[src/rtl/fetch_ctrl.sv]
// fetch_ctrl: instruction-fetch sequencer for the MIPS pipeline.
// Owns the PC, runs the instruction-memory req/ack handshake, arbitrates
// next-PC sources (exception > branch > sequential) and builds the pipeline
// stall vector and flush.
// Optional feature macro: FETCH_TIMEOUT_EN (fetch timeout with reissue).
//
// Memory handshake: imem_req_o rises with imem_addr_o and both stay stable
// until a rising edge samples imem_ack_i=1 (ack may arrive in the same cycle
// req is first seen); imem_data_i is only meaningful in the ack cycle. A
// request may be withdrawn without ack (reset, or fetch timeout).
module fetch_ctrl #(
    parameter logic [31:0] RESET_PC       = 32'h0000_0000,
    parameter int          TIMEOUT_CYCLES = 16
) (
    input  logic        clk,
    input  logic        rst,
    input  logic        stall_req_id,
    input  logic        stall_req_ex,
    input  logic        stall_req_mem,
    input  logic        branch_flag_i,
    input  logic [31:0] branch_target_i,
    input  logic        excp_flag_i,
    input  logic [31:0] excp_target_i,
    input  logic        imem_ack_i,
    input  logic [31:0] imem_data_i,
    output logic        imem_req_o,
    output logic [31:0] imem_addr_o,
    output logic [31:0] pc_o,
    output logic [31:0] inst_o,
    output logic        inst_valid_o,
    output logic [5:0]  stall_o,
    output logic        flush_o,
    output logic        fetch_err_o
);

    typedef enum logic [1:0] {ST_RST, ST_ISSUE, ST_WAIT, ST_HOLD} state_t;

    state_t      state;
    state_t      state_nxt;
    logic [31:0] pc;
    logic [31:0] pend_target;
    logic        pend_valid;
    logic        discard;
    logic        redirect;
    logic [31:0] redir_raw;
    logic [31:0] redir_target;
    logic [31:0] fetch_addr;
    logic        timeout;

    // A redirect parked during WAIT takes precedence over the sequential PC.
    assign fetch_addr = pend_valid ? pend_target : pc;

    // State register.
    always_ff @(posedge clk) begin
        if (rst) state <= ST_RST;
        else     state <= state_nxt;
    end

    // Next-state decode.
    always_comb begin
        state_nxt = state;
        case (state)
            ST_RST:   state_nxt = ST_ISSUE;
            ST_ISSUE: if (!redirect && !stall_o[1]) state_nxt = ST_WAIT;
            ST_WAIT: begin
                if (imem_ack_i) begin
                    if (discard || redirect || !stall_o[1]) state_nxt = ST_ISSUE;
                    else                                    state_nxt = ST_HOLD;
                end else if (timeout) begin
                    state_nxt = ST_ISSUE;
                end
            end
            ST_HOLD:  if (redirect || !stall_o[1]) state_nxt = ST_ISSUE;
            default:  state_nxt = ST_RST;
        endcase
    end

    // Combinational outputs: stall vector, flush and redirect selection.
    always_comb begin
        stall_o = 6'b000000;
        if (excp_flag_i)                        stall_o = 6'b000000;
        else if (stall_req_mem)                 stall_o = 6'b011111;
        else if (stall_req_ex)                  stall_o = 6'b001111;
        else if (stall_req_id)                  stall_o = 6'b000111;
        else if (state == ST_WAIT && !imem_ack_i) stall_o = 6'b000011;
        flush_o      = excp_flag_i;
        // A stalled ID stage cannot hand over its branch decision.
        redirect     = excp_flag_i || (branch_flag_i && !stall_o[2]);
        redir_raw    = excp_flag_i ? excp_target_i : branch_target_i;
        redir_target = redir_raw & ~32'h3;
    end

    // Fetch datapath: PC, request, delivered instruction and redirect bookkeeping.
    always_ff @(posedge clk) begin
        if (rst) begin
            pc           <= RESET_PC;
            imem_req_o   <= 1'b0;
            imem_addr_o  <= RESET_PC;
            pc_o         <= RESET_PC;
            inst_o       <= 32'h0;
            inst_valid_o <= 1'b0;
            pend_valid   <= 1'b0;
            pend_target  <= RESET_PC;
            discard      <= 1'b0;
        end else begin
            inst_valid_o <= 1'b0;
            case (state)
                ST_ISSUE: begin
                    if (redirect) begin
                        pc         <= redir_target;
                        pend_valid <= 1'b0;
                    end else if (!stall_o[1]) begin
                        imem_req_o  <= 1'b1;
                        imem_addr_o <= fetch_addr;
                        pc          <= fetch_addr;
                        pend_valid  <= 1'b0;
                    end
                end
                ST_WAIT: begin
                    if (imem_ack_i) begin
                        imem_req_o <= 1'b0;
                        if (redirect) begin
                            // The word just returned belongs to the old path.
                            pc         <= redir_target;
                            pend_valid <= 1'b0;
                            discard    <= 1'b0;
                        end else if (discard) begin
                            discard <= 1'b0;
                        end else begin
                            inst_o       <= imem_data_i;
                            pc_o         <= imem_addr_o;
                            inst_valid_o <= 1'b1;
                            if (!stall_o[1]) pc <= imem_addr_o + 32'd4;
                        end
                    end else begin
                        if (redirect) begin
                            discard     <= 1'b1;
                            pend_valid  <= 1'b1;
                            pend_target <= redir_target;
                        end
                        if (timeout) begin
                            // Abandoned request will never ack; keep any parked redirect.
                            imem_req_o <= 1'b0;
                            discard    <= 1'b0;
                        end
                    end
                end
                ST_HOLD: begin
                    if (redirect) begin
                        pc         <= redir_target;
                        pend_valid <= 1'b0;
                    end else if (!stall_o[1]) begin
                        pc <= pc_o + 32'd4;
                    end else begin
                        inst_valid_o <= 1'b1;
                    end
                end
                default: ;
            endcase
        end
    end

`ifdef FETCH_TIMEOUT_EN
    localparam int CW = $clog2(TIMEOUT_CYCLES + 1);

    logic [CW-1:0] wait_cnt;

    assign timeout = (state == ST_WAIT) && !imem_ack_i &&
                     (wait_cnt == CW'(TIMEOUT_CYCLES - 1));

    // Count unacknowledged WAIT cycles; report a timeout for one cycle.
    always_ff @(posedge clk) begin
        if (rst) begin
            wait_cnt    <= '0;
            fetch_err_o <= 1'b0;
        end else begin
            fetch_err_o <= timeout;
            if (state == ST_WAIT && !imem_ack_i && !timeout) wait_cnt <= wait_cnt + 1'b1;
            else                                              wait_cnt <= '0;
        end
    end
`else
    assign timeout     = 1'b0;
    assign fetch_err_o = 1'b0;
`endif

endmodule

[config.mk]
export PLATFORM = sky130hd
export DESIGN_NAME = fetch_ctrl
export DESIGN_NICKNAME = d
export VERILOG_FILES = /design/src/rtl/fetch_ctrl.sv
export SDC_FILE = /design/constraint.sdc
export NUM_CORES = 1
export LEC_CHECK = 0
export CAP_MARGIN = 20
export CORE_MARGIN = 4
export CORE_UTILIZATION = 45
export CTS_BUF_LIST = sky130_fd_sc_hd__clkbuf_8 sky130_fd_sc_hd__clkbuf_16
export DETAILED_ROUTE_END_ITERATION = 16
export PLACE_DENSITY_LB_ADDON = 0.1
export SLEW_MARGIN = 10
export SYNTH_ARGS = -nofsm -noshare
export SYNTH_HDL_FRONTEND = slang
export SYNTH_SLANG_ARGS = --single-unit
[constraint.sdc]
create_clock -name clk -period 1.92 [get_ports clk]
set_input_delay 0.384 -clock clk [delete_from_list [all_inputs] [get_ports clk]]
set_output_delay 0.384 -clock clk [all_outputs]
set_load 0.05 [all_outputs]
==> impl_results.md, run 1 <==
- Proportion of synthesized area in mux cells: 0.0449
- Share of layout cells above drive strength 1: 0.307
- Hold Fails Final Rpt: 0
- Hold slack final: 0.448 ns
- Cell area after synthesis: a little over 8000 µm²
- Vias/cell: around 5.7
- CTS tree: built
- Peak Freq: between 400 and 500 MHz
- Critical Path RT: about 1.5 ns
- RSZ-0062 raised after global routing: true
- Die area: approximately 21000 µm²
- HP Class: flip-flop to flip-flop
- Cts bufs inserted: 17
- Clock transition at path regs: about 0.06 ns
- Initial antenna violation count: 0
- Width of the die: roughly 140 µm
- Worst Slack Setup Final: -0.0841 ns
- H-tree Lvls: 4
- Sequential area share after synthesis: 0.396
- Antenna-violating nets left: 0
- GRT Residual Overflow: 0
- Pleak: roughly 5.0 nW
- FP Rows: 49
- Synth top cells by count: nand2_1 (173), dfxtp_1 (164), a21oi_1 (112)
- Xor-xnor portion of the synthesized cell area: 0.0559
- Worst slew margin: 0.581
- Most used DFF post-synth: dfxtp_1
- Worst VDD drop: roughly 0.7 mV
- First-pass GRT wire length: between 40 and 50 mm
- Initial DRC Count: ~730
- Critical Path Sink Type: primary output
- Number of global-route vias before repair: just over 8000
- Routed WL: around 29 mm
- Worst-margin pin slew: around 0.63 ns
- Clock skew: 0.00650 ns
- Drc violations: 0
- CP Max Fanout: 4
- TritonCTS sink count: roughly 160
- Asr flop ratio synth: 0
- GP Congestion: between 0.8 and 0.9
- Power after layout: roughly 9.5 mW
- Nets: between 1000 and 1500
- Largest family of logic cells by synthesized area: simple AND/OR/NAND/NOR gates
- IO Pins: between 200 and 250
- Netlist cell types: 55
- Placeable Area: 18000 µm²
- Leading area contributor after synthesis: dfxtp_1
- Critical Path Start Type: flip-flop
- Top cells by area, synth: dfxtp_1 (40%), nand2_1 (7.8%), a21oi_1 (6.8%), a211oi_1 (6.2%), nor2_1 (4.3%)
- Post-Syn Area per Cell: about 8.0 µm²
- Post-layout min period: roughly 2 ns
- CP Class: flip-flop to primary output
- Later-pin clock latency in the skew report: approximately 0.42 ns
- Final worst-path cycle share: 1.04
- Synth Warn #: 0
- Number of max-cap violations: 0
- Hold buffers post-CTS: 0
- GRT Overall Usage: 0.265
- Port bufs: roughly 200
- Initial Utilization: 0.460
- Failing checks: negative setup slack
- Die height: approximately 140 µm
- Slew Viols, Final: 0
- Wire per inst: approximately 18 µm
- Drt first pass iters: 5
- Compound-cell area share of the yosys netlist: 0.218
- Layout area overhead: 54.7%
- Antenna diodes: 0
- Post-synth EDFFs: 0
- Mapped Cells: 1038
- #FFs+latches synth: approximately 160
- Setup violators final: 13
- Count leader, synth: nand2_1
- Via count: a little under 9000
- Placed wire-length estimate: a little over 20 mm
- Pin count of the biggest net entering global routing: 58
- Simple-gate portion of the synthesized area: 0.223
- Max clock buf depth: 2
- Post-synth top area share: 0.396
- CTS Root Cell: clkbuf_16
- Synth Area in Adders: 0.0106
- Power per standard cell area: roughly 740 nW/µm²
- Outcome: finished, violations left
- Worst EP arrival: 1.62 ns
-- layer usage --
layer  GRT usage  vias up  wire, µm
li1            -     4303         -
met1       0.355     4205     12400
met2       0.430      388     13600
met3      0.0549       40      2560
met4      0.0813        0       541
met5           0        -         0
-- placed cells by master (no fill, tap or decap), types with 10 or more instances in the layout --
master and n:
buf_4 195, xor2_1 20, xnor2_1 26, a211oi_1 63, nor3_1 10, clkdlybuf4s50_1 94, nand3b_1 10, nand4_1 19
o41ai_2 10, dfxtp_4 18, a21oi_1 107, a221oi_2 13, dfxtp_1 115, nand2_1 171, mux2i_1 35, dfxtp_2 31
dlygate4sd2_1 36, clkbuf_16 18, nor2_1 91, buf_6 11, nand3_1 28, inv_1 12, o21ai_0 13, buf_12 26
o22ai_1 26, o21ai_1 10
-- state kept, by name, summed over array words and instances, names as in the netlist --
register,flops
inst_valid_o,1
discard,1
imem_addr_o,32
imem_req_o,1
pend_target,30
inst_o,32
pend_valid,1
state,2
pc_o,32
pc,32
-- layout make-up --
class	instances	area (µm²)
repair buffers	363	3390
inverters	13	48.8
multi-input cells	774	5100
fillers	1436	5190
clock buffers	22	494
well taps	229	287
clock inverters	10	121
flip-flops and latches	164	3390
-- worst max-delay path: stages, from the launching register on --
cell,delay [ns]
dfxtp_2,0.33
inv_2,0.07
ha_4,0.16
buf_6,0.11
nand2b_4,0.05
buf_6,0.12
a21oi_4,0.19
buf_12,0.17
-- path summary, 6_finish.rpt --
check / startpoint / end / slack [ns] / depth (start not counted)
max: state[0]$_SDFFE_PP0P_ / stall_o[0] / -0.08 / 7
min: inst_o[16]$_SDFFE_PP0P_ / inst_o[16]$_SDFFE_PP0P_ / 0.45 / 2
max reg2reg: state[0]$_SDFFE_PP0P_ / pc[27]$_SDFFE_PP0P_ / -0.05 / 10
min reg2reg: inst_o[16]$_SDFFE_PP0P_ / inst_o[16]$_SDFFE_PP0P_ / 0.45 / 2
-- cells by family after synthesis --
group	Yosys count
AND/OR/NAND/NOR	395
multiplexers	37
flip-flops	164
XOR/XNOR	53
buffers and inverters	101
other	1
adder cells (fa/ha/maj)	7
AO/OA/AOI/OAI	280
-- timing repair --
item | 4_1_cts | 5_1_grt
endpoints found under the setup margin | 121 | 38
pin swaps | 14 | 20
cloned | 0 | 1
setup buffers | 8 | 1
resized for setup | 61 | 67
-- metrics by stage --
step | std cells | area [µm²] | util | setup slack [ns] | TNS [ns]
global placement | 1533 | 11700 | 0.651 | -0.503 | -67.16
floorplan | 1039 | 8610 | - | -0.163 | -1.04
finish | 1575 | 12800 | 0.712 | -0.0841 | -0.339
detailed placement | 1533 | 11700 | 0.651 | -0.537 | -72.64
global route | 1575 | 12800 | 0.712 | -0.146 | -2.09
CTS | 1573 | 12500 | 0.693 | -0.102 | -0.303
-- power by group --
group / internal [mW] / switching, mW / total (mW)
registers: 3.57 / 0.113 / 3.68
clock network: 2.10 / 1.43 / 3.53
logic: 1.09 / 1.22 / 2.31
Note: power is estimated with default switching activity, not from simulation.
==> inputs of run 2 (changes only) <==
--- a/config.mk
+++ b/config.mk
@@ -6,6 +6,7 @@
 export NUM_CORES = 1
 export LEC_CHECK = 0
 export CAP_MARGIN = 20
+export CORE_ASPECT_RATIO = 1.25
 export CORE_MARGIN = 4
 export CORE_UTILIZATION = 45
 export CTS_BUF_LIST = sky130_fd_sc_hd__clkbuf_8 sky130_fd_sc_hd__clkbuf_16
==> run 2 against run 1 <==
  * The flow still finishes with violations (negative setup slack)
  * Critical path depth up 4
  * Maximum frequency down 5.1%
  * Die area about the same
  * Clock power down 1%
  * Cell count up 2.5%
  * Sequential cell count unchanged
  * Non-clock buffer count up 37
  * Via count up 4.5%
  * Critical path type is now flip-flop to flip-flop
  * Critical endpoint is now pc[28]$_SDFFE_PP0P_
  * Largest cell class unchanged
  * Largest power group unchanged
  * Highest routed layer unchanged
==> impl_results.md, run 2 (same netlist as run 1, synthesis figures left out) <==
- Critical Path RT: 2.27 ns (+0.73 ns)
- Drt first pass iters: 5 (unchanged)
- CTS Root Cell: clkbuf_16
- TritonCTS sink count: 164 (unchanged)
- Setup violators final: 34 (+21)
- Outcome: finished, violations left
- Wire per inst: 19.0 µm (+3.1%)
- Clk pwr share: 0.349 (-0.022)
- HP Class: input pin to flip-flop
- Cts bufs inserted: 17 (unchanged)
- Commonest cells after routing, fill and taps aside: buf_4 (216), nand2_1 (168), dfxtp_1 (115)
- Slowest-stage cell, CP: dfxtp_2
- Net Sw Power: 3.10 mW (+12%)
- Setup TNS: -4.05 ns (-3.71 ns)
- Crit path max-delay family: compound AO/OA/AOI/OAI gates
- Peak Freq: 474 MHz (-5.1%)
- Pleak: 5.31 nW (+5.7%)
- Initial DRC Count: 729 (-0.55%)
- Worst VDD drop: 0.706 mV (+1.1%)
- Layout area overhead: 61.4%
- Nets: 1484 (+2.8%)
- Initial Utilization: 0.458 (-0.00188)
- Worst-margin pin slew: 0.530 ns (-0.0985 ns)
- Crit-path cells: inv_2 > ha_4 > buf_6 > nor2b_4 > a211oi_4 > buf_6 > o21ai_4 > buf_6 > a21oi_4 > a21oi_2 > a211oi_2
- Drc violations: 0 (unchanged)
- Multi-input gate area: 5360 µm² (+5.0%)
- Number of max-cap violations: 0 (unchanged)
- Hold slack final: 0.367 ns (-0.0805 ns)
- Via count: 9334 (+4.5%)
- Die height: 160 µm (+11%)
- Power after layout: 10.0 mW (+5.1%)
- Worst EP arrival: 2.46 ns (+0.84 ns)
- Initial antenna violation count: 0 (unchanged)
- Antenna diodes: 0 (unchanged)
- Port bufs: 203 (unchanged)
- Routed WL: 30.7 mm (+5.6%)
- Register share of total power: 0.368 (-0.019)
- Vias/cell: 5.78 (+1.9%)
- First-pass GRT wire length: 46.3 mm (+6.9%)
- CP Class: flip-flop to flip-flop
- Int Pwr: 6.91 mW (+2.2%)
- Worst Slack Setup Final: -0.191 ns (-0.107 ns)
- Cell mode on critical path: buf_6
- Later-pin clock latency in the skew report: 0.43 ns (about the same)
- GP Congestion: 0.905 (+3.0%)
- Max clock buf depth: 2 (unchanged)
- Die area: 20700 µm² (about the same)
- Final worst-path cycle share: 1.10 (+0.0559)
- Number of global-route vias before repair: 9081 (+9.5%)
- GRT Residual Overflow: 0 (unchanged)
- Failing checks: negative setup slack
- FF/Latch Area: 3390 µm² (unchanged)
- Comb pwr share: 0.283 (+0.040)
- Critical Path Sink Type: flip-flop
- Worst slew margin: 0.648 (+0.0671)
- Width of the die: 129 µm (-10%)
- Placeable Area: 18100 µm² (+0.41%)
- Post-layout min period: 2.11 ns (+0.107 ns)
- CTS tree: built
- Pin count of the biggest net entering global routing: 39 (-33%)
- Antenna-violating nets left: 0 (unchanged)
- Slew Viols, Final: 0 (unchanged)
- GRT Overall Usage: 0.277 (+0.0126)
- Power per standard cell area: 747 nW/µm² (+0.71%)
- RSZ-0062 raised after global routing: true
- IO Pins: 210 (unchanged)
- Share of layout cells above drive strength 1: 0.347 (+0.0402)
- Hold Fails Final Rpt: 0 (unchanged)
- FP Rows: 55 (+12%)
- Switching portion of total power: 0.310 (+0.0193)
- Placed wire-length estimate: 20.4 mm (+1.5%)
- CP peak stage delay: 0.35 ns (+0.02 ns)
- Clock skew: 0.00988 ns (+0.00338 ns)
- Commonest non-fill, non-tap cell in the layout: buf_4
- WP buf/inv: 4 (unchanged)
- Critical Path Start Type: flip-flop
- Fill cell count: 1345 (-6.3%)
- Clock transition at path regs: 0.07 ns (about the same)
- CP Max Fanout: 8 (+4)
- H-tree Lvls: 4 (unchanged)
[run 2: cell types whose count changed in the layout (fill, tap and decap cells not counted), moves of 4 or more]
cell	previous run	this run
a211oi_1	63	50
nor2b_2	4	0
a21oi_2	4	16
a211oi_2	4	16
buf_4	195	216
nor3_4	5	9
clkbuf_8	5	1
buf_6	11	27
a21oi_1	107	93
[run 2: power groups by stage]
stage / clock (mW) / combinational, mW / sequential [mW]
6_report: 3.49 / 2.83 / 3.69
3_5_place_dp: 0 / 2.01 / 3.74
2_1_floorplan: 0 / 1.07 / 3.81
5_1_grt: 3.66 / 2.98 / 3.70
4_1_cts: 3.51 / 2.52 / 3.67
3_3_place_gp: 0 / 1.96 / 3.74
[run 2: final timing paths]
path                                               from                 endpoint  slack [ns]  cells after the start
worst max-delay path              state[0]$_SDFFE_PP0P_      pc[28]$_SDFFE_PP0P_       -0.19                     11
worst min-delay path                                rst      pc[14]$_SDFFE_PP0P_        0.37                      2
worst max register to register    state[0]$_SDFFE_PP0P_      pc[28]$_SDFFE_PP0P_       -0.19                     11
worst min register to register  inst_o[16]$_SDFFE_PP0P_  inst_o[16]$_SDFFE_PP0P_        0.45                      2
[run 2: per-stage QoR]
step,std cells,setup slack [ns],area (µm²),utilization
2_1_floorplan,1039,-0.163,8610,-
3_3_place_gp,1544,-0.652,11800,0.652
3_5_place_dp,1544,-0.750,11800,0.652
4_1_cts,1599,-0.110,12900,0.714
5_1_grt,1614,-0.247,13400,0.740
6_report,1614,-0.191,13400,0.740
[run 2: per-layer routing]
metal  track usage  wire length (µm)  vias to the layer above
met1         0.340             12300                     4418
met2         0.467             15000                      457
met5             0                 0                        -
li1              -                 -                     4382
met3        0.0636              2440                       77
met4         0.112              1020                        0
[run 2: cell type report]
class | count | area share
flip-flops and latches | 164 | 0.253
multi-input cells | 777 | 0.400
well taps | 228 | 0.0213
clock buffers | 20 | 0.0365
inverters | 13 | 0.00364
repair buffers | 400 | 0.277
clock inverters | 12 | 0.00859
[run 2: what timing repair did]
action                     CTS  global route
gates cloned                 5             1
pin swaps                   32            35
gates resized for setup    116            78
hold buffers                 0             0
setup buffers               18            15
setup endpoints to repair  110            39
